## src/rtl/bb_monitor.sv

```systemverilog
// ---------------------------------------------------------------------------
// bb_monitor
// Watches the transition stream of an upstream tape machine and keeps live
// statistics: step count (saturating), count of nonzero cells (sigma), and
// the lowest/highest head position visited. Once the machine halts, the
// statistics are frozen and streamed out as a 9-byte report over a
// valid/ready byte interface.
//
// Ports
//   CLK_n         in   clock; all state updates on its rising edge
//   rst           in   asynchronous active-high reset
//   step_valid    in   one upstream transition this cycle
//   step_pos      in   [POS_W]  head position of that transition
//   step_old_sym  in   [SYM_W]  symbol read
//   step_new_sym  in   [SYM_W]  symbol written
//   halt_in       in   machine halt flag (level, sticky upstream)
//   steps         out  [STEP_W] transitions counted
//   sigma         out  [POS_W+1] nonzero cell count
//   pos_min       out  [POS_W]  lowest position visited
//   pos_max       out  [POS_W]  highest position visited
//   ovf           out  step counter saturated
//   tx_data       out  [8]  report byte
//   tx_valid      out  tx_data valid
//   tx_ready      in   sink accepts byte
//   done          out  report fully sent
//
// Report byte order: BB, steps[7:0] .. steps[39:32], sigma, pos_min, pos_max
//
// state   | meaning
// --------+--------------------------------------------------------------
// RUN     | counting steps; leaves on halt_in
// HALTED  | single cycle; snapshot statistics into the report register
// DUMP    | streaming report bytes, one per valid/ready handshake
// DONE    | report sent; terminal until reset
// ---------------------------------------------------------------------------
module bb_monitor #(
  parameter int STEP_W = 36,
  parameter int POS_W  = 7,
  parameter int SYM_W  = 3
) (
  input  logic              CLK_n,
  input  logic              rst,
  input  logic              step_valid,
  input  logic [POS_W-1:0]  step_pos,
  input  logic [SYM_W-1:0]  step_old_sym,
  input  logic [SYM_W-1:0]  step_new_sym,
  input  logic              halt_in,
  output logic [STEP_W-1:0] steps,
  output logic [POS_W:0]    sigma,
  output logic [POS_W-1:0]  pos_min,
  output logic [POS_W-1:0]  pos_max,
  output logic              ovf,
  output logic [7:0]        tx_data,
  output logic              tx_valid,
  input  logic              tx_ready,
  output logic              done
);

  typedef enum logic [1:0] {RUN, HALTED, DUMP, DONE} state_t;

  localparam logic [STEP_W-1:0] STEP_MAX  = '1;
  localparam logic [POS_W:0]    SIGMA_MAX = {1'b1, {POS_W{1'b0}}};
  localparam logic [3:0]        LAST_IDX  = 4'd8;

  state_t            state_q, state_d;
  logic [STEP_W-1:0] steps_q, steps_d;
  logic [POS_W:0]    sigma_q, sigma_d;
  logic [POS_W-1:0]  pos_min_q, pos_min_d;
  logic [POS_W-1:0]  pos_max_q, pos_max_d;
  logic              ovf_q, ovf_d;
  logic              first_q, first_d;
  logic [39:0]       rpt_steps_q, rpt_steps_d;
  logic [7:0]        rpt_sigma_q, rpt_sigma_d;
  logic [7:0]        rpt_min_q, rpt_min_d;
  logic [7:0]        rpt_max_q, rpt_max_d;
  logic [3:0]        idx_q, idx_d;

  logic              sym_set;
  logic              sym_clr;
  logic [7:0]        cur_byte;

  always_ff @(posedge CLK_n or posedge rst) begin
    if (rst) begin
      state_q     <= RUN;
      steps_q     <= '0;
      sigma_q     <= '0;
      pos_min_q   <= '0;
      pos_max_q   <= '0;
      ovf_q       <= 1'b0;
      first_q     <= 1'b1;
      rpt_steps_q <= '0;
      rpt_sigma_q <= '0;
      rpt_min_q   <= '0;
      rpt_max_q   <= '0;
      idx_q       <= '0;
    end else begin
      state_q     <= state_d;
      steps_q     <= steps_d;
      sigma_q     <= sigma_d;
      pos_min_q   <= pos_min_d;
      pos_max_q   <= pos_max_d;
      ovf_q       <= ovf_d;
      first_q     <= first_d;
      rpt_steps_q <= rpt_steps_d;
      rpt_sigma_q <= rpt_sigma_d;
      rpt_min_q   <= rpt_min_d;
      rpt_max_q   <= rpt_max_d;
      idx_q       <= idx_d;
    end
  end

  assign sym_set = (step_old_sym == '0) && (step_new_sym != '0);
  assign sym_clr = (step_old_sym != '0) && (step_new_sym == '0);

  always_comb begin
    state_d     = state_q;
    steps_d     = steps_q;
    sigma_d     = sigma_q;
    pos_min_d   = pos_min_q;
    pos_max_d   = pos_max_q;
    ovf_d       = ovf_q;
    first_d     = first_q;
    rpt_steps_d = rpt_steps_q;
    rpt_sigma_d = rpt_sigma_q;
    rpt_min_d   = rpt_min_q;
    rpt_max_d   = rpt_max_q;
    idx_d       = idx_q;

    case (state_q)
      RUN: begin
        if (step_valid) begin
          if (steps_q != STEP_MAX) steps_d = steps_q + STEP_W'(1);
          if (steps_d == STEP_MAX) ovf_d = 1'b1;

          // Clamp at both ends so a confused upstream can never wrap sigma.
          if (sym_set && (sigma_q != SIGMA_MAX))
            sigma_d = sigma_q + (POS_W+1)'(1);
          else if (sym_clr && (sigma_q != '0))
            sigma_d = sigma_q - (POS_W+1)'(1);

          // Reset values of min/max are 0, so the first step must load both
          // rather than compare, or pos_min would stick at 0.
          if (first_q) begin
            pos_min_d = step_pos;
            pos_max_d = step_pos;
            first_d   = 1'b0;
          end else begin
            if (step_pos < pos_min_q) pos_min_d = step_pos;
            if (step_pos > pos_max_q) pos_max_d = step_pos;
          end
        end
        if (halt_in) state_d = HALTED;
      end

      HALTED: begin
        rpt_steps_d = 40'(steps_q);
        rpt_sigma_d = 8'(sigma_q);
        rpt_min_d   = 8'(pos_min_q);
        rpt_max_d   = 8'(pos_max_q);
        idx_d       = '0;
        state_d     = DUMP;
      end

      DUMP: begin
        if (tx_ready) begin
          if (idx_q == LAST_IDX) state_d = DONE;
          else                   idx_d   = idx_q + 4'd1;
        end
      end

      DONE: begin
      end

      default: state_d = RUN;
    endcase
  end

  always_comb begin
    cur_byte = 8'h00;
    case (idx_q)
      4'd0:    cur_byte = 8'hBB;
      4'd1:    cur_byte = rpt_steps_q[7:0];
      4'd2:    cur_byte = rpt_steps_q[15:8];
      4'd3:    cur_byte = rpt_steps_q[23:16];
      4'd4:    cur_byte = rpt_steps_q[31:24];
      4'd5:    cur_byte = rpt_steps_q[39:32];
      4'd6:    cur_byte = rpt_sigma_q;
      4'd7:    cur_byte = rpt_min_q;
      4'd8:    cur_byte = rpt_max_q;
      default: cur_byte = 8'h00;
    endcase
  end

  // Handshake outputs decode straight from the state flop, so an async
  // reset drops tx_valid without waiting for a clock.
  assign tx_valid = (state_q == DUMP);
  assign tx_data  = tx_valid ? cur_byte : 8'h00;
  assign done     = (state_q == DONE);

  assign steps   = steps_q;
  assign sigma   = sigma_q;
  assign pos_min = pos_min_q;
  assign pos_max = pos_max_q;
  assign ovf     = ovf_q;

endmodule

```

## config.mk

```make
export PLATFORM = sky130hd
export DESIGN_NAME = bb_monitor
export DESIGN_NICKNAME = d
export VERILOG_FILES = /design/src/rtl/bb_monitor.sv
export SDC_FILE = /design/constraint.sdc
export NUM_CORES = 1
export LEC_CHECK = 0
export ABC_CLOCK_PERIOD_IN_PS = 6400
export CORE_ASPECT_RATIO = 1.2
export CORE_MARGIN = 8
export CORE_UTILIZATION = 35
export DETAILED_ROUTE_END_ITERATION = 16
export PLACE_DENSITY = 0.54
export RECOVER_POWER = 25
export SLEW_MARGIN = 20
export SYNTH_ARGS = -nofsm -noshare
export SYNTH_HDL_FRONTEND = slang
export SYNTH_SLANG_ARGS = --single-unit
```

## constraint.sdc

```tcl
create_clock -name CLK_n -period 6.4 [get_ports CLK_n]
set_input_delay 1.28 -clock CLK_n [delete_from_list [all_inputs] [get_ports CLK_n]]
set_output_delay 1.28 -clock CLK_n [all_outputs]
set_load 0.005 [all_outputs]
```

Yosys cells after proc, flatten, opt, wreduce, memory -nomap -nowiden
Cells that the tools add are included.
- flip-flop bits (word level): 124
- input port bits: 18
- output and inout bits: 69
- logic and storage cells: 77
- $add $sub $neg: 4
- magnitude comparators: 2
- equality and inequality tests: 18
- muxes and demuxes: 18
- reductions and logical operators: 23
- operators with widths (cell ; count):
    $mux 36 ; 3
    $pmux 8 s9 ; 1
    $add 36x1->36 const B ; 1
    $eq 36x36->1 const B ; 1
    $ne 36x36->1 const B ; 1
    $mux 7 ; 4
    $mux 8 ; 3
    $eq 4x3->1 const B ; 4
    $reduce_and 3->1 ; 5
    $reduce_bool 3->1 ; 3
    $add 8x1->8 const B ; 1
    $eq 4x2->1 const B ; 2
    $mux 4 ; 2
    $ne 8x8->1 const B ; 1
    $pmux 4 s2 ; 1
    $reduce_bool 2->1 ; 4
    $reduce_bool 8->1 ; 1
    $sub 8x1->8 const B ; 1
    $gt 7x7->1 ; 1
    $lt 7x7->1 ; 1
    $logic_not 3->1 ; 2
    $mux 2 ; 3
    $pmux 2 s3 ; 1
    $add 4x1->4 const B ; 1
    11 further kinds ; 17

Longest topological paths before layout
Gate-level depths: netlist of run 1.
- depth after elaboration: 6
- depth in mapped cells: 11
- mapped depth without buffers: 11

Worst setup path before layout of run 1
Ideal clock, no wire load.
- path kind: input to register
- from: input port step_new_sym[1]
- to: register sigma_q[7] (netlist: sigma[7])
- setup time: 0.079 ns
- arrival: 3.557 ns
- required time: 6.321 ns
- path slack: 2.764 ns
- stages on the path: 10
- buffers on the path: 0
- cells stage by stage: or3_1 > nand3_1 > ha_1 > a21o_1 > a21oi_1 > o21bai_1 > a2111oi_0 > o21ai_0 > a21boi_0 > xor2_1
- word-level cells in the longest chain between the ends: 5
- elaborated cells between the ends (all ways): 9
- classes of those cells: mux (1); reduce/logical (8)
- ends and longest elaborated chain (what ; line ; source):
    start: declaration ; 46 ; input logic [SYM_W-1:0] step_new_sym,
    $reduce_bool 3->1 / $logic_not 3->1 (equally long branches) ; 112, 113 ;
    $logic_and 1x1->1, on equally long branches ; 112, 113 ;
    $logic_and 1x1->1, on equally long branches ; 136, 138 ;
    $reduce_bool 2->1 (no source line) ; -- ;
    $reduce_and 3->1 (no source line) ; -- ;
    end signal: assignment ; 99 ; sigma_q <= sigma_d;
    end: declaration ; 67 ; logic [POS_W:0] sigma_q, sigma_d;
Parallel ways exist; a longest one is shown, timed or not.
A chain may end at the register's enable or synchronous reset.

Worst setup path in the final report of run 1
- from: register idx_q[0]
- to: output port tx_data[6]
- word-level cells in the longest chain between the ends: 3
- elaborated cells between the ends (all ways): 11
- classes of those cells: eq/ne (8); mux (2); reduce/logical (1)
- ends and longest elaborated chain (what ; line ; source):
    start: declaration ; 76 ; logic [3:0] idx_q, idx_d;
    start signal: assignment ; 108 ; idx_q <= idx_d;
    $eq 4x4->1 (tied with other cells) ; 180 ; case (idx_q)
    $pmux 8 s9 * ; 180 ;
    $mux 8 * ; 197 ; assign tx_data = tx_valid ? cur_byte : 8'h00;
    end: declaration ; 53 ; output logic [7:0] tx_data,
Mark *: on every way between the ends. The rest lies on a longest branch, timed or not.

==> results by group, run 1 <==
Status
  • Status: finished with violations
  • Failing checks: max-capacitance violations, max-slew violations

CTS
  • CTS Buf Count: 17
  • CTS tree: built
  • Post-CTS Repair Setup Buffers: 0
  • CTS Buffer Depth: 2
  • Hold_buf cts: 0
  • Post-CTS sizing: 0
  • CTS H-tree depth: 4
  • Skew-Pair Late Insertion Delay: 0.42 ns
  • Clock Sinks: 124
  • Clk root buf: clkbuf_16
  • Clock-pin slew on the worst setup and hold paths: 0.06 ns

Finish
  • Antenna Cells: 0
  • Nets: 793
  • Area delta synth->final: 23.3%
  • Layout cells sized above 1: 16.0%

Yosys
  • Register area share after synthesis: 44.8%
  • Yosys reg bits: 124
  • Synth Area in Simple Gates: 15.6%
  • Post-Synth XOR/XNOR Area: 5.05%
  • Largest family of logic cells by synthesized area: simple AND/OR/NAND/NOR gates
  • Synth top area cells: dfrtp_1, mux2_2, ha_1, nand2_1, xnor2_1
  • Post-synth EDFFs: 0
  • Synth warnings: 0
  • Yosys cell types: 66
  • Top-area cell type share of the netlist area: 44.4%
  • Syn Area/Cell: 10.3 um2
  • Area leader, netlist: dfrtp_1
  • Most used flip-flop cell after synthesis: dfrtp_1
  • Synthesized Nets: 720
  • Synthesized instance count: 673
  • Mapped cell area: 6940 um2
  • Synth Area in Compound Gates: 12.4%
  • Synth Area in Adders: 5.34%
  • Post-synthesis mux area share: 12.9%
  • Ys async rst share: 100%

Timing
  • Clock Skew: 0.00941 ns
  • Setup ws final: 2.21 ns
  • Fin. Hold Viols: 0
  • Final setup fails: 0
  • Final setup TNS: 0 ns
  • RSZ-0062 raised after global routing: no
  • Slew @ Worst Pin: 3.39 ns
  • Fmax: 0.238 GHz
  • Rel. slew slack: -126%
  • Period minus WS final: 4.19 ns
  • Fin. max-slew vios: 134
  • Post-route clock period utilization: 65.5%

Die
  • Die extent in x: 145 um
  • Die area: 24600 um2
  • Die Height: 170 um
  • I/O Pins: 87
  • Core area: 19500 um2
  • Num rows: 56
  • Initial Util: 35.6%

Critical path
  • CP max FO: 16
  • CP top delay family: buffers and inverters
  • Crit path DAT: 2.91 ns
  • Crit-path most repeated cell: nor2_1
  • Critical-path cell list: inv_1 > ha_1 > a222oi_1 > nor2_1 > a31oi_1 > o22a_1 > nor2_1 > clkdlybuf4s50_1
  • WS Path Type: flop to output pin
  • Buf+Inv Stages, Crit Path: 2
  • Max incr delay on CP: 0.56 ns
  • CP endpoint kind: output pin
  • Critical path launch point type: flop
  • Worst endpoint required time: 5.12 ns
  • CP max-delay cell: ha_1

Place
  • Routability cong.: 0.892
  • Pre-CTS worst setup slack: 1.94 ns
  • Final HPWL DP: 15300 um
  • Port Buf Inserts: 86

Route
  • Drt wl/cell: 21.1 um
  • Antenna-violating nets left: 0
  • Routed vias/inst: 5.58
  • First-pass iteration count of the detailed router: 5
  • Via Count: 5670
  • DRT iter0 DRCs: 440
  • Remaining DRCs: 0
  • Total Wirelength: 21400 um

Pwr
  • Leak: 3.80 nW
  • Switching part of the total: 33.0%
  • Logic pwr share: 34.3%
  • PwrDens: 357 nW/um2
  • Sequential Power Share: 35.4%
  • Clock power frac: 30.3%
  • Switch Pwr: 1.01 mW
  • Max IR drop VDD: 0.000186 V
  • Internal: 2.04 mW

GRT
  • Initial antenna violation count: 0
  • Vias in the first global route: 5696
  • Overflow after GRT: 0
  • All-layer global routing usage: 18.0%
  • Largest net degree at the start of global routing: 71
  • Global-route wire length before repair: 33500 um

Min path
  • Hold Crit Class: flop to flop

Run
  • Max Cap Viol: 2
routing by layer:
layer,vias to the layer above,wire [um],GRT usage [%]
met5,-,0,0
met4,0,318,6.35
met3,24,1010,3.20
met2,158,10400,29.3
met1,2890,9660,23.4
li1,2598,-,-
sequential cells by signal (all words and copies together), names as in the netlist:
signal       cells
rpt_steps_q     36
steps           36
rpt_sigma_q      8
sigma            8
pos_max          7
pos_min          7
rpt_max_q        7
rpt_min_q        7
idx_q            4
state_q          2
first_q          1
ovf              1
worst reg2reg max path, cell delays in order, from the launching register on:
cell and delay, ns:
dfrtp_1 0.40, inv_1 0.11, ha_1 0.15, clkbuf_1 2.38, nor2_1 0.36, a22o_1 0.38
power by group through the flow:
stage               clock network [mW]  logic [mW]  registers [mW]
floorplan                            0       0.698            1.03
global placement                     0        1.00            1.09
detailed placement                   0        1.03            1.09
CTS                              0.943        1.04            1.08
global route                     0.971        1.15            1.10
finish                           0.926        1.05            1.08
placed cells by master, fill, tap and decap left out, types with 4 or more instances in the layout:
cell type,instances
o21ai_0,21
nor3_1,12
mux2i_1,5
o311a_1,7
o21a_1,5
nor4_1,7
mux2_2,75
a21o_1,4
a21oi_1,29
o2111ai_1,7
a22o_1,4
or4_1,8
nand3_1,34
a222oi_1,6
nand2_1,57
nor2_1,42
clkinv_2,4
dfrtp_1,123
and3_1,5
inv_1,28
xor2_1,18
clkdlybuf4s50_1,85
nand4_1,19
clkbuf_1,4
a211o_1,5
a22oi_1,8
xnor2_1,22
ha_1,28
clkbuf_16,17
cells in the mapped netlist (7+ instances only):
cell type	count
a21oi_1	29
a22oi_1	8
clkbuf_1	28
dfrtp_1	123
ha_1	28
inv_1	29
mux2_2	75
nand2_1	57
nand3_1	34
nand4_1	19
nor2_1	42
nor3_1	12
nor4_1	7
o2111ai_1	7
o21ai_0	21
o311a_1	7
or4_1	8
xnor2_1	22
xor2_1	18
per-stage QoR:
stage          cell area (um2)  power [mW]  utilization [%]  hold slack, ns  cells
2_1_floorplan             6940        1.73                -           0.460    673
3_3_place_gp              8000        2.09             41.1           0.474    988
3_5_place_dp              8000        2.12             41.1           0.485    988
4_1_cts                   8560        3.06             43.9           0.498   1017
5_1_grt                   8550        3.22             43.9           0.506   1017
6_report                  8550        3.05             43.9           0.498   1017
cells by family after synthesis:
kind of cell | count (synthesis)
adders and majority gates | 29
buffers and inverters | 66
muxes | 80
DFF | 124
xor gates and xnor gates | 40
AOI/OAI and AO/OA | 122
and+or+nand+nor | 212
final timing paths:
check	end	slack (ns)	depth (start not counted)	from
worst max-delay path	tx_data[6]	2.21	8	idx_q[0]
worst min register to register	ovf	0.50	1	ovf
min in group asynchronous	steps[12]	2.30	2	rst
max in group asynchronous	steps[17]	2.28	3	rst
worst min-delay path	ovf	0.50	1	ovf
worst max register to register	idx_q[1]	2.51	5	state_q[1]
cell type report:
class,count,area [um2]
multi-input cells,483,3560
inverters,29,110
well taps,261,327
fillers,1928,10900
clock inverters,8,95.1
repair buffers,91,891
flip-flops and latches,124,3100
clock buffers,21,460
(Power assumes the default switching activity.)
==> inputs of run 2 (changes only) <==
--- a/config.mk
+++ b/config.mk
@@ -5,12 +5,12 @@
 export SDC_FILE = /design/constraint.sdc
 export NUM_CORES = 1
 export LEC_CHECK = 0
-export ABC_CLOCK_PERIOD_IN_PS = 6400
+export ABC_CLOCK_PERIOD_IN_PS = 3600
 export CORE_ASPECT_RATIO = 1.2
 export CORE_MARGIN = 8
 export CORE_UTILIZATION = 35
 export DETAILED_ROUTE_END_ITERATION = 16
-export PLACE_DENSITY = 0.54
+export PLACE_DENSITY = 0.56
 export RECOVER_POWER = 25
 export SLEW_MARGIN = 20
 export SYNTH_ARGS = -nofsm -noshare
==> constraint.sdc (replaced) <==
create_clock -name CLK_n -period 3.6 [get_ports CLK_n]
set_input_delay 0.72 -clock CLK_n [delete_from_list [all_inputs] [get_ports CLK_n]]
set_output_delay 0.72 -clock CLK_n [all_outputs]
set_load 0.005 [all_outputs]
==> run 2 against run 1 <==
Effect of this change: count of clock-buffer cells in the layout stayed put; utilization is 0.76 points higher; critical path type unchanged; sequential power is 75% higher; design area is 1.7% higher; register-to-register slack worse by 1.9 ns; non-clock buffer count is 15 higher; wire length is 0.67% higher; the run now ends clean; worst setup slack worse by 2.0 ns; sequential share of layout area is 0.62 points lower; combinational power is 79% higher.
==> results by group, run 2 (synthesis gave the netlist of run 1 again) <==
Finish
  • Most frequent cells in the layout: dfrtp_1, clkdlybuf4s50_1, mux2_2 (unchanged)
  • Final Util: 44.6% (was 43.9%)
  • Antenna Cells: 0 (unchanged)
  • Area delta synth->final: 25.4% (was 23.3%)
  • Nets: 808 (was 793)
  • Most common cell after layout, fill and taps aside: dfrtp_1 (unchanged)
  • Layout cells sized above 1: 18.2% (was 16.0%)

CTS
  • CTS Buf Count: 17 (unchanged)
  • Clk root buf: clkbuf_16 (unchanged)
  • CTS H-tree depth: 4 (unchanged)
  • CTS tree: built (unchanged)
  • Post-CTS Repair Setup Buffers: 0 (unchanged)
  • CTS Buffer Depth: 2 (unchanged)
  • Clock-pin slew on the worst setup and hold paths: 0.06 ns (about the same)
  • Skew-Pair Late Insertion Delay: 0.42 ns (about the same)
  • Clock Sinks: 124 (unchanged)

Pwr
  • PwrDens: 626 nW/um2 (was 357 nW/um2)
  • Leak: 3.89 nW (was 3.80 nW)
  • Max IR drop VDD: 0.000375 V (was 0.000186 V)

GRT
  • Largest net degree at the start of global routing: 69 (was 71)
  • Overflow after GRT: 0 (unchanged)
  • Global-route wire length before repair: 34300 um (was 33500 um)
  • Initial antenna violation count: 0 (unchanged)
  • All-layer global routing usage: 18.3% (was 18.0%)
  • Vias in the first global route: 5904 (was 5696)

Die
  • Initial Util: 35.6% (unchanged)
  • Die Height: 170 um (unchanged)
  • Num rows: 56 (unchanged)
  • I/O Pins: 87 (unchanged)
  • Die extent in x: 145 um (unchanged)
  • Die area: 24600 um2 (unchanged)
  • Core area: 19500 um2 (unchanged)

Place
  • Final HPWL DP: 15600 um (was 15300 um)
  • Port Buf Inserts: 86 (unchanged)
  • Routability cong.: 0.897 (was 0.892)

Min path
  • Hold wc startpoint: ovf (unchanged)
  • Hold path cells: 1 (unchanged)
  • Hold path endpoint: ovf (unchanged)
  • Hold Crit Class: flop to flop (unchanged)

Timing
  • Slew @ Worst Pin: 1.39 ns (was 3.39 ns)
  • Fmax: 0.295 GHz
  • Rel. slew slack: 6.57% (was -126%)
  • Clock Skew: 0.00875 ns (was 0.00941 ns)
  • Fin. Hold Viols: 0 (unchanged)
  • Final setup fails: 0 (unchanged)
  • RSZ-0062 raised after global routing: no (unchanged)
  • Post-route clock period utilization: 94.1%
  • WHS: 0.480 ns (was 0.498 ns)
  • Period minus WS final: 3.39 ns
  • Final setup TNS: 0 ns (unchanged)
  • Fin. max-slew vios: 0 (was 134)

Route
  • Antenna-violating nets left: 0 (unchanged)
  • Total Wirelength: 21600 um (was 21400 um)
  • Drt wl/cell: 20.8 um (was 21.1 um)
  • Via Count: 5705 (was 5670)
  • Remaining DRCs: 0 (unchanged)
  • First-pass iteration count of the detailed router: 6 (was 5)
  • Routed vias/inst: 5.51 (was 5.58)
  • DRT iter0 DRCs: 519 (was 440)

Critical path
  • Crit path DAT: 2.67 ns (was 2.91 ns)
  • Worst R2R End: sigma[7] (was idx_q[1])
  • RR Startpoint: sigma[3] (was state_q[1])
  • WS Path Type: flop to output pin (unchanged)
  • CP max FO: 10 (was 16)
  • CP endpoint kind: output pin (unchanged)
  • Worst endpoint required time: 2.88 ns (was 5.12 ns)
  • R2R cell count: 11 (was 5)
  • Minimum setup slack among reg-to-reg paths: 0.57 ns (was 2.51 ns)
  • Critical path launch point type: flop (unchanged)

Run
  • Max Cap Viol: 0 (was 2)

Status
  • Status: finished clean (was finished with violations)
==> run 2: changes by cell type in the layout (fill, tap and decap cells not counted), moves of 2 or more <==
| cell | change |
|---|---|
| clkinv_4 | +2 |
| ha_2 | +2 |
| buf_4 | +15 |
| ha_1 | -2 |
==> run 2: critical path: stages (launching register included) <==
cell and delay (ns):
dfrtp_1 0.45, ha_1 0.33, buf_4 0.23, nor3_1 0.07, o21ai_0 0.15, nand2_1 0.21
nor2_1 0.25, clkdlybuf4s50_1 0.56
==> run 2: power breakdown <==
| part | leakage (nW) | internal [mW] | switching [mW] |
|---|---|---|---|
| Clock | 0.281 | 1.03 | 0.632 |
| Sequential | 1.55 | 1.63 | 0.258 |
| Combinational | 2.06 | 0.962 | 0.922 |
| Total | 3.89 | 3.63 | 1.81 |
==> run 2: layout make-up <==
cell class / count / area (um2)
multi-input combinational: 483 / 3570
inverter: 29 / 110
fill: 1925 / 10800
clock buffer: 21 / 450
clock inverter: 11 / 119
sequential: 124 / 3100
tap: 261 / 327
timing repair buffer: 106 / 1020
==> run 2: per-layer routing <==
layer	wire length [um]	vias to the layer above	GRT usage, %
li1	-	2645	-
met1	9450	2867	24.2
met2	10600	169	29.7
met3	1170	24	3.36
met4	359	0	5.80
met5	0	-	0
==> run 2: worst max-delay path by stage <==
stage / from / endpoint / slack [ns] / cells past startpoint
5_1_grt: idx_q[0] / tx_data[3] / 0.0008 / 8
6_report: idx_q[0] / tx_data[2] / 0.21 / 7
2_1_floorplan: step_new_sym[1] / sigma[7] / 0.52 / 10
3_5_place_dp: step_old_sym[1] / sigma[7] / 0.05 / 11
3_3_place_gp: step_new_sym[1] / sigma[7] / 0.13 / 11
4_1_cts: idx_q[0] / tx_data[3] / 0.01 / 8
==> run 2: per-stage QoR <==
step           power, mW  cell area [um2]  cells  setup slack [ns]
2_1_floorplan       3.07             6940    673             0.524
3_3_place_gp        3.75             8130   1003             0.134
3_5_place_dp        3.80             8130   1003            0.0520
4_1_cts             5.48             8700   1035            0.0102
5_1_grt             5.77             8700   1035          0.000828
6_report            5.44             8700   1035             0.214
==> run 2: timing repair <==
item / 4_1_cts / 5_1_grt
resized for setup: 0 / 2
hold buffers: 0 / 0
endpoints found under the setup margin: 0 / 8
==> inputs of run 3 (changes only) <==
--- a/config.mk
+++ b/config.mk
@@ -6,11 +6,13 @@
 export NUM_CORES = 1
 export LEC_CHECK = 0
 export ABC_CLOCK_PERIOD_IN_PS = 3600
+export CELL_PAD_IN_SITES_DETAIL_PLACEMENT = 1
+export CELL_PAD_IN_SITES_GLOBAL_PLACEMENT = 1
 export CORE_ASPECT_RATIO = 1.2
 export CORE_MARGIN = 8
 export CORE_UTILIZATION = 35
 export DETAILED_ROUTE_END_ITERATION = 16
-export PLACE_DENSITY = 0.56
+export PLACE_DENSITY = 0.68
 export RECOVER_POWER = 25
 export SLEW_MARGIN = 20
 export SYNTH_ARGS = -nofsm -noshare
==> run 3 against run 2 <==
Effect of this change: non-clock buffer count is 4 higher; worst hold slack gained 0.0035 ns; largest power group is now combinational logic; clock skew rose by 0.0016 ns; flip-flop and latch count stayed put; wire length is 6.1% higher; final cell count increased by 0.29%; sequential share of layout area down 0.36 points; register-to-register slack got worse by 0.18 ns; count of clock-buffer cells in the layout unchanged; combinational power grew 6%; clock power is 11% higher; highest routed layer unchanged.
==> results by group, run 3 (synthesis gave the netlist of run 1 again) <==
GRT
  • Largest net degree at the start of global routing: 73 (was 69)
  • All-layer global routing usage: 19.6% (was 18.3%)
  • Overflow after GRT: 0 (unchanged)
  • Vias in the first global route: 6445 (was 5904)
  • Initial antenna violation count: 0 (unchanged)
  • Global-route wire length before repair: 37100 um (was 34300 um)

Route
  • Antenna-violating nets left: 0 (unchanged)
  • Drt wl/cell: 22.0 um (was 20.8 um)
  • DRT iter0 DRCs: 360 (was 519)
  • Total Wirelength: 22900 um (was 21600 um)
  • First-pass iteration count of the detailed router: 5 (was 6)
  • Via Count: 5846 (was 5705)
  • Remaining DRCs: 0 (unchanged)
  • Routed vias/inst: 5.63 (was 5.51)

CTS
  • CTS Buf Count: 17 (unchanged)
  • CTS tree: built (unchanged)
  • Post-CTS sizing: 1 (was 0)
  • Clock Sinks: 124 (unchanged)
  • CTS Buffer Depth: 2 (unchanged)
  • CTS H-tree depth: 4 (unchanged)
  • Clk root buf: clkbuf_16 (unchanged)
  • Clock-pin slew on the worst setup and hold paths: 0.06 ns (about the same)
  • Post-CTS Repair Setup Buffers: 0 (unchanged)
  • Hold_buf cts: 0 (unchanged)
  • Skew-Pair Late Insertion Delay: 0.43 ns (was 0.42 ns)

Finish
  • Layout cells sized above 1: 19.3% (was 18.2%)
  • Post-route insts no fill: 1038 (was 1035)
  • Most frequent cells in the layout: dfrtp_1, clkdlybuf4s50_1, mux2_2 (unchanged)
  • Filler cell count in the final layout: 2197 (was 1925)
  • Most common cell after layout, fill and taps aside: dfrtp_1 (unchanged)
  • Antenna Cells: 0 (unchanged)
  • Nets: 812 (was 808)
  • Area delta synth->final: 26.7% (was 25.4%)

Pwr
  • Power Total: 5.72 mW (was 5.44 mW)
  • PwrDens: 651 nW/um2 (was 626 nW/um2)
  • Max IR drop VDD: 0.000253 V (was 0.000375 V)
  • Leak: 3.93 nW (was 3.89 nW)

Place
  • Placed cell count: 1007 (was 1003)
  • Port Buf Inserts: 86 (unchanged)
  • Routability cong.: 0.899 (was 0.897)
  • Final HPWL DP: 16700 um (was 15600 um)

Run
  • Max Cap Viol: 0 (unchanged)

Timing
  • Slew @ Worst Pin: 1.18 ns (was 1.39 ns)
  • Fin. Hold Viols: 0 (unchanged)
  • Final setup fails: 0 (unchanged)
  • WHS: 0.484 ns (was 0.480 ns)
  • RSZ-0062 raised after global routing: no (unchanged)
  • Fmax: 0.295 GHz (about the same)
  • Post-route clock period utilization: 94.0% (was 94.1%)
  • Clock Skew: 0.0104 ns (was 0.00875 ns)
  • Fin. max-slew vios: 0 (unchanged)
  • Period minus WS final: 3.39 ns (about the same)
  • Rel. slew slack: 20.9% (was 6.57%)

Die
  • Die Height: 170 um (unchanged)
  • I/O Pins: 87 (unchanged)
  • Die area: 24600 um2 (unchanged)
  • Core area: 19500 um2 (unchanged)
  • Num rows: 56 (unchanged)
  • Die extent in x: 145 um (unchanged)
  • Initial Util: 35.6% (unchanged)

Critical path
  • Minimum setup slack among reg-to-reg paths: 0.39 ns (was 0.57 ns)
  • CP max FO: 13 (was 10)
  • CP endpoint kind: output pin (unchanged)
  • WS Path Type: flop to output pin (unchanged)
  • Worst endpoint required time: 2.88 ns (about the same)
  • Crit path DAT: 2.67 ns (about the same)
  • Critical path launch point type: flop (unchanged)

Min path
  • Hold Crit Class: flop to flop (unchanged)

Status
  • Status: finished clean (unchanged)
run 3: through the flow:
step | area, um2 | setup TNS, ns | setup slack, ns | utilization [%]
finish | 8790 | 0 | 0.215 | 45.1
global route | 8790 | 0 | 0.0304 | 45.1
CTS | 8800 | 0 | 0.00943 | 45.2
detailed placement | 8160 | -0.105 | -0.105 | 41.9
global placement | 8160 | 0 | 0.163 | 41.9
floorplan | 6940 | 0 | 0.524 | -
run 3: layout make-up:
class                   count  area [um2]  area share, %
well taps                 261         327           3.72
flip-flops and latches    124        3110           35.3
clock buffers              21         470           5.35
multi-input cells         483        3570           40.6
repair buffers            110        1040           11.8
clock inverters            10         163           1.85
inverters                  29         110           1.25
run 3: worst paths after layout:
check | start | to | depth (start not counted)
max in group asynchronous | rst | rpt_steps_q[34] | 3
max reg2reg | sigma[3] | sigma[7] | 11
min | ovf | ovf | 1
max | idx_q[0] | tx_data[6] | 8
min in group asynchronous | rst | steps[11] | 2
min reg2reg | ovf | ovf | 1
run 3: report_power, final:
part           switching (mW)  internal (mW)  leakage (nW)  total, mW
clock network           0.645           1.21         0.306       1.85
registers               0.235           1.64          1.55       1.87
logic                    1.00          0.990          2.07       1.99
run 3: layer usage:
layer | vias up | global-route usage, % | wire [um]
li1 | 2647 | - | -
met1 | 3014 | 24.6 | 9830
met2 | 149 | 33.1 | 11500
met3 | 36 | 3.34 | 1010
met4 | 0 | 7.25 | 539
met5 | - | 0 | 0
run 3: critical path: stages (launching register included):
cell and delay (ns):
dfrtp_2 0.43, inv_1 0.10, ha_2 0.29, a222oi_1 0.46
nor2_1 0.09, a31oi_1 0.17, o22a_1 0.18, nor2_1 0.05
clkdlybuf4s50_1 0.46
